## src/rtl/core_pkg.sv

```systemverilog
// Shared pipeline control definitions: PC source encoding, hazard controller
// states and pipeline stage indices used by stall/clear vectors.
package core_pkg;

  localparam logic [3:0] PC_BOOT   = 4'd0;
  localparam logic [3:0] PC_JUMP   = 4'd2;
  localparam logic [3:0] PC_BRANCH = 4'd3;

  typedef enum logic [1:0] {
    RUN      = 2'd0,
    LU_STALL = 2'd1,
    MEM_WAIT = 2'd2
  } ctrl_state_e;

  localparam int STG_IF  = 0;
  localparam int STG_ID  = 1;
  localparam int STG_EX  = 2;
  localparam int STG_MEM = 3;
  localparam int STG_WB  = 4;

endpackage

```

## src/rtl/hazard_ctrl_fwd_select.sv

```systemverilog
// Operand forwarding select for one EX read port: picks the youngest stage
// writing the register being read, or 0 for the register file.
module fwd_select #(
  parameter int NUM_FWD = 2,
  parameter int SEL_W   = $clog2(NUM_FWD + 1)
) (
  input  logic [4:0]              raddr_i,
  input  logic                    rused_i,
  input  logic [NUM_FWD-1:0][4:0] waddr_i,
  input  logic [NUM_FWD-1:0]      we_i,
  output logic [SEL_W-1:0]        sel_o
);

  // Scan oldest to youngest so the lowest matching index wins.
  always_comb begin
    sel_o = '0;
    for (int k = NUM_FWD - 1; k >= 0; k--) begin
      if (we_i[k] && rused_i && (waddr_i[k] == raddr_i) && (waddr_i[k] != 5'd0)) begin
        sel_o = SEL_W'(k + 1);
      end
    end
  end

endmodule

```

## src/rtl/hazard_ctrl.sv

```systemverilog
// Pipeline hazard controller: forwarding selects, load-use bubbles, data
// memory wait stalls, branch/jump redirects and stall/flush performance counters.
module hazard_ctrl
  import core_pkg::*;
#(
  parameter int NUM_RPORTS = 2,
  parameter int NUM_FWD    = 2,
  parameter int LOAD_LAT   = 1,
  parameter int CNT_W      = 32,
  parameter int SEL_W      = $clog2(NUM_FWD + 1)
) (
  input  logic                            clk,
  input  logic                            rst,
  input  logic                            jump_decision_i,
  input  logic                            branch_decision_i,
  output logic                            pc_set_o,
  output logic [3:0]                      pc_mux_o,
  output logic [4:0]                      stall_o,
  output logic [4:0]                      clear_o,
  input  logic [NUM_RPORTS-1:0][4:0]      raddr_ex_i,
  input  logic [NUM_RPORTS-1:0]           rused_ex_i,
  input  logic [NUM_FWD-1:0][4:0]         waddr_i,
  input  logic [NUM_FWD-1:0]              we_i,
  input  logic                            load_mem_i,
  input  logic                            dmem_req_i,
  input  logic                            dmem_rvalid_i,
  output logic [NUM_RPORTS-1:0][SEL_W-1:0] fwd_sel_o,
  output logic [CNT_W-1:0]                stall_cnt_o,
  output logic [CNT_W-1:0]                flush_cnt_o,
  output ctrl_state_e                     state_o
);

  localparam logic [2:0] BUB_INIT = 3'(LOAD_LAT - 1);

  ctrl_state_e state_q, state_d;
  logic [2:0]  bub_q, bub_d;
  logic        load_use;
  logic        run_eval;
  logic [NUM_RPORTS-1:0][SEL_W-1:0] fwd_raw;

  for (genvar p = 0; p < NUM_RPORTS; p++) begin : g_fwd
    fwd_select #(.NUM_FWD(NUM_FWD), .SEL_W(SEL_W)) u_fwd_select (
      .raddr_i (raddr_ex_i[p]),
      .rused_i (rused_ex_i[p]),
      .waddr_i (waddr_i),
      .we_i    (we_i),
      .sel_o   (fwd_raw[p])
    );
  end

  assign fwd_sel_o = rst ? '0 : fwd_raw;
  assign state_o   = state_q;

  always_comb begin
    load_use = 1'b0;
    if (load_mem_i && we_i[0] && (waddr_i[0] != 5'd0)) begin
      for (int p = 0; p < NUM_RPORTS; p++) begin
        if (rused_ex_i[p] && (raddr_ex_i[p] == waddr_i[0])) load_use = 1'b1;
      end
    end
  end

  // Handshake: a data request completes in the cycle dmem_rvalid_i is high;
  // any cycle with dmem_req_i high and dmem_rvalid_i low holds IF..MEM.
  always_comb begin
    state_d  = state_q;
    bub_d    = bub_q;
    stall_o  = '0;
    clear_o  = '0;
    pc_set_o = 1'b0;
    pc_mux_o = PC_BOOT;
    run_eval = 1'b0;

    case (state_q)
      RUN: run_eval = 1'b1;
      LU_STALL: begin
        if (bub_q != 3'd0) begin
          stall_o[STG_IF]  = 1'b1;
          stall_o[STG_ID]  = 1'b1;
          stall_o[STG_EX]  = 1'b1;
          clear_o[STG_MEM] = 1'b1;
          bub_d            = bub_q - 3'd1;
        end else begin
          state_d  = RUN;
          run_eval = 1'b1;
        end
      end
      MEM_WAIT: begin
        if (dmem_rvalid_i) begin
          state_d  = RUN;
          run_eval = 1'b1;
        end else begin
          stall_o[STG_MEM:STG_IF] = 4'hF;
          clear_o[STG_WB]         = 1'b1;
        end
      end
      default: state_d = RUN;
    endcase

    // Redirects only act when nothing is stalled; a held resolver re-resolves.
    if (run_eval) begin
      if (dmem_req_i && !dmem_rvalid_i) begin
        stall_o[STG_MEM:STG_IF] = 4'hF;
        clear_o[STG_WB]         = 1'b1;
        state_d                 = MEM_WAIT;
      end else if (load_use) begin
        stall_o[STG_IF]  = 1'b1;
        stall_o[STG_ID]  = 1'b1;
        stall_o[STG_EX]  = 1'b1;
        clear_o[STG_MEM] = 1'b1;
        bub_d            = BUB_INIT;
        state_d          = (BUB_INIT == 3'd0) ? RUN : LU_STALL;
      end else if (branch_decision_i) begin
        pc_set_o        = 1'b1;
        pc_mux_o        = PC_BRANCH;
        clear_o[STG_ID] = 1'b1;
        clear_o[STG_EX] = 1'b1;
      end else if (jump_decision_i) begin
        pc_set_o        = 1'b1;
        pc_mux_o        = PC_JUMP;
        clear_o[STG_ID] = 1'b1;
      end
    end

    if (rst) begin
      stall_o  = '0;
      clear_o  = '0;
      pc_set_o = 1'b0;
      pc_mux_o = PC_BOOT;
    end
  end

  always_ff @(posedge clk) begin
    if (rst) begin
      state_q     <= RUN;
      bub_q       <= '0;
      stall_cnt_o <= '0;
      flush_cnt_o <= '0;
    end else begin
      state_q <= state_d;
      bub_q   <= bub_d;
      if ((|stall_o) && (stall_cnt_o != '1)) stall_cnt_o <= stall_cnt_o + 1'b1;
      if (pc_set_o && (flush_cnt_o != '1)) flush_cnt_o <= flush_cnt_o + 1'b1;
    end
  end

endmodule
```

## config.mk

```make
export PLATFORM = sky130hd
export DESIGN_NAME = hazard_ctrl
export DESIGN_NICKNAME = d
export VERILOG_FILES = /design/src/rtl/core_pkg.sv /design/src/rtl/hazard_ctrl_fwd_select.sv /design/src/rtl/hazard_ctrl.sv
export SDC_FILE = /design/constraint.sdc
export NUM_CORES = 1
export LEC_CHECK = 0
export CORE_MARGIN = 8
export CORE_UTILIZATION = 30
export DETAILED_ROUTE_END_ITERATION = 10
export GPL_ROUTABILITY_DRIVEN = 0
export PLACE_DENSITY = 0.67
export SYNTH_ARGS = -nofsm -noshare
export SYNTH_HDL_FRONTEND = slang
export SYNTH_SLANG_ARGS = --single-unit
```

## constraint.sdc

```tcl
create_clock -name clk -period 3.3 [get_ports clk]
set_input_delay 0.495 -clock clk [delete_from_list [all_inputs] [get_ports clk]]
set_output_delay 0.495 -clock clk [all_outputs]
set_load 0.02 [all_outputs]
```

==> impl_metrics.json <==
{
  "outcome": "completed",
  "area_delta_synth_final_pct": 42.4,
  "drc": 0,
  "crit_required_ps": 2800,
  "setup_slack_ps": 122,
  "crit_fanout": 3,
  "relSlewSlack_pct": 65.9,
  "portBuffers": 111,
  "slowest_stage": "clkdlybuf4s50_1",
  "final.setup.tns_ps": 0,
  "synth_area_um2": 3980,
  "power_density_nw_per_um2": 349,
  "synth_edf_count": 0,
  "fmax_ghz": 0.315,
  "critPathBufInv": 3,
  "worstMarginPinSlew_ps": 508,
  "r2r_end": "flush_cnt_o[14]",
  "cts.sinks": 69,
  "num_vias": 4220,
  "seqCellArea_um2": 1380,
  "dieArea_um2": 17200,
  "synth_ff_type": "dfxtp_1",
  "worstSetupPathType": "primary input to output pin",
  "final_core_util_pct": 43.3,
  "numCtsBuffers": 9,
  "yosysSeqAreaShare_pct": 34.7,
  "setup_violations": 0,
  "preCtsSetupSlack_ps": -206,
  "finalCritPeriodShare_pct": 96.3,
  "synth_seq_cells": 69,
  "max_stage_delay_ps": 650,
  "antenna_found_initial": 0,
  "viasPerCell": 5.31,
  "crit_top_cell": "clkdlybuf4s50_1",
  "worstSetupEndpointType": "output pin",
  "overflow": 0,
  "cp-startpoint": "waddr_i[1]",
  "worst_ir_drop_vdd_v": 0.000205,
  "final_area_um2": 5660,
  "r2r_setup_slack_ps": 480,
  "rr_startpoint": "state_o[1]",
  "finClkSkew_ps": 5.04,
  "h-tree-depth": 3,
  "clk_latency_ps": 330,
  "worstHoldPathType": "register to register",
  "fp.dieW_um": 131,
  "n_antenna_cell": 0,
  "initial_utilization_pct": 30.4,
  "rsz0062_at_grt": "false",
  "crit_path_end": "fwd_sel_o[3]",
  "grtUsageTotal_pct": 13.4,
  "fin_cells": 794,
  "dieHeight_um": 131,
  "grt_pass1_vias": 3966,
  "synth_area_per_cell_um2": 8.05,
  "final_common_cell": "clkdlybuf4s50_1",
  "placed_area_um2": 5380,
  "layout.nets": 653,
  "drive_above_1_share_pct": 9.71,
  "synth_cell_types": 48,
  "clock_path_buffers": 2,
  "p_leak_nw": 1.89,
  "maxCapViolCount": 0,
  "min_period_ps": 3180,
  "fill_cells": 1262,
  "synthCells": 494,
  "routed_wl_mm": 12.1,
  "multi_input_area_um2": 2410,
  "drtIter0Drc": 231,
  "wl_per_cell_um": 15.2,
  "pin_count": 116,
  "cts_tree": "yes",
  "grt_max_degree": 47,
  "core_area_um2": 13100,
  "drtPass1Iterations": 4,
  "ff2ff_path_depth": 10,
  "place_inst": 779,
  "crit_arrival_ps": 2680,
  "place_hpwl_mm": 9.05,
  "hold_viol_final": 0,
  "rows": 42,
  "async_flop_share_pct": 0,
  "cp_top_family": "buffers and inverters",
  "cp.depth": 6,
  "synth_warnings": 0,
  "antenna_left": 0,
  "cts.clk_slew.worst_paths_ps": 50,
  "cts_hold_buffers": 0,
  "cts_root_buf": "clkbuf_16",
  "mostFrequentLayoutCells": "clkdlybuf4s50_1, dfxtp_1, a21oi_1",
  "critPathLaunchType": "primary input",
  "cp_cell_sequence": "clkdlybuf4s50_1 > or4_1 > o21a_1 > buf_4 > a21oi_1 > clkdlybuf4s50_1",
  "drv_slew": 0,
  "grt_pass1_wl_mm": 19.5
}
-- what timing repair did --
action | 4_1_cts | 5_1_grt
setup endpoints to repair | 9 | 3
gates resized for setup | 10 | 1
setup buffers | 0 | 0
-- synthesized netlist by cell type, types with 5 or more instances --
cell / instances / area (µm²)
nor2_1: 41 / 154
mux2_2: 10 / 113
dfxtp_1: 69 / 1380
o31ai_1: 16 / 120
or3_1: 20 / 125
nand4_1: 22 / 138
buf_2: 5 / 25.0
nand2b_1: 6 / 37.5
clkbuf_1: 13 / 48.8
nor4_1: 8 / 50.1
a21oi_1: 44 / 220
nand3_1: 24 / 120
inv_1: 12 / 45.0
ha_1: 8 / 100
or4_1: 17 / 128
o21ai_0: 20 / 100
and3_1: 7 / 43.8
nand2_1: 33 / 124
xor2_1: 17 / 149
buf_4: 11 / 82.6
nor3_1: 17 / 85.1
nor2b_1: 9 / 56.3
xnor2_1: 19 / 166
-- worst min-delay path by stage --
stage	from	endpoint	depth (start not counted)
5_1_grt	stall_cnt_o[18]	stall_cnt_o[18]	2
3_3_place_gp	stall_cnt_o[14]	stall_cnt_o[14]	2
2_1_floorplan	bub_q[1]	bub_q[1]	2
4_1_cts	stall_cnt_o[10]	stall_cnt_o[10]	2
6_report	stall_cnt_o[10]	stall_cnt_o[10]	2
3_5_place_dp	flush_cnt_o[6]	flush_cnt_o[6]	2
-- worst reg2reg max path: cells and delay by family (launching register included) --
kind                     cells  cell delay (ps)
flip-flops                   1              360
AO/OA/AOI/OAI                3              560
adder cells (fa/ha/maj)      1              210
buffers and inverters        2              260
AND/OR/NAND/NOR              4             1360
-- metrics by stage --
stage	power, mW	hold WS [ps]
floorplan	0.986	471
global placement	1.09	478
detailed placement	1.09	493
CTS	2.00	502
global route	2.06	523
finish	1.97	501
-- registers in the layout, summed over array words and instances, names as in the netlist --
register	cells
bub_q	3
flush_cnt_o	32
stall_cnt_o	32
state_o	2
-- area by class of cell --
class,instances,share of cell area [%]
Sequential cell,69,24.4
Clock inverter,1,0.0884
Multi-Input combinational cell,385,42.5
Tap cell,176,3.89
Timing Repair Buffer,137,23.4
Clock buffer,14,4.84
Inverter,12,0.796
-- cells by family after synthesis --
logic type | share of synthesized area (%)
other | 0.0943
DFF | 34.7
adders and majority gates | 2.52
muxes | 3.34
and+or+nand+nor | 32.1
xor gates and xnor gates | 7.93
buffers and inverters | 5.26
AOI/OAI and AO/OA | 14.0
-- layer usage --
metal	global-route usage, %	vias up	wire length (µm)
met4	5.42	0	267
met3	5.14	23	932
met1	15.6	2013	5000
met2	21.8	149	5870
li1	-	2035	-
met5	0	-	0
-- where the power goes --
group | internal (mW) | leakage, nW | switching [mW] | total [mW]
sequential | 0.839 | 0.556 | 0.00710 | 0.846
combinational | 0.103 | 1.20 | 0.126 | 0.229
clock | 0.565 | 0.139 | 0.334 | 0.899
total | 1.51 | 1.89 | 0.467 | 1.97
No activity file was read; power rests on OpenSTA's default activity.
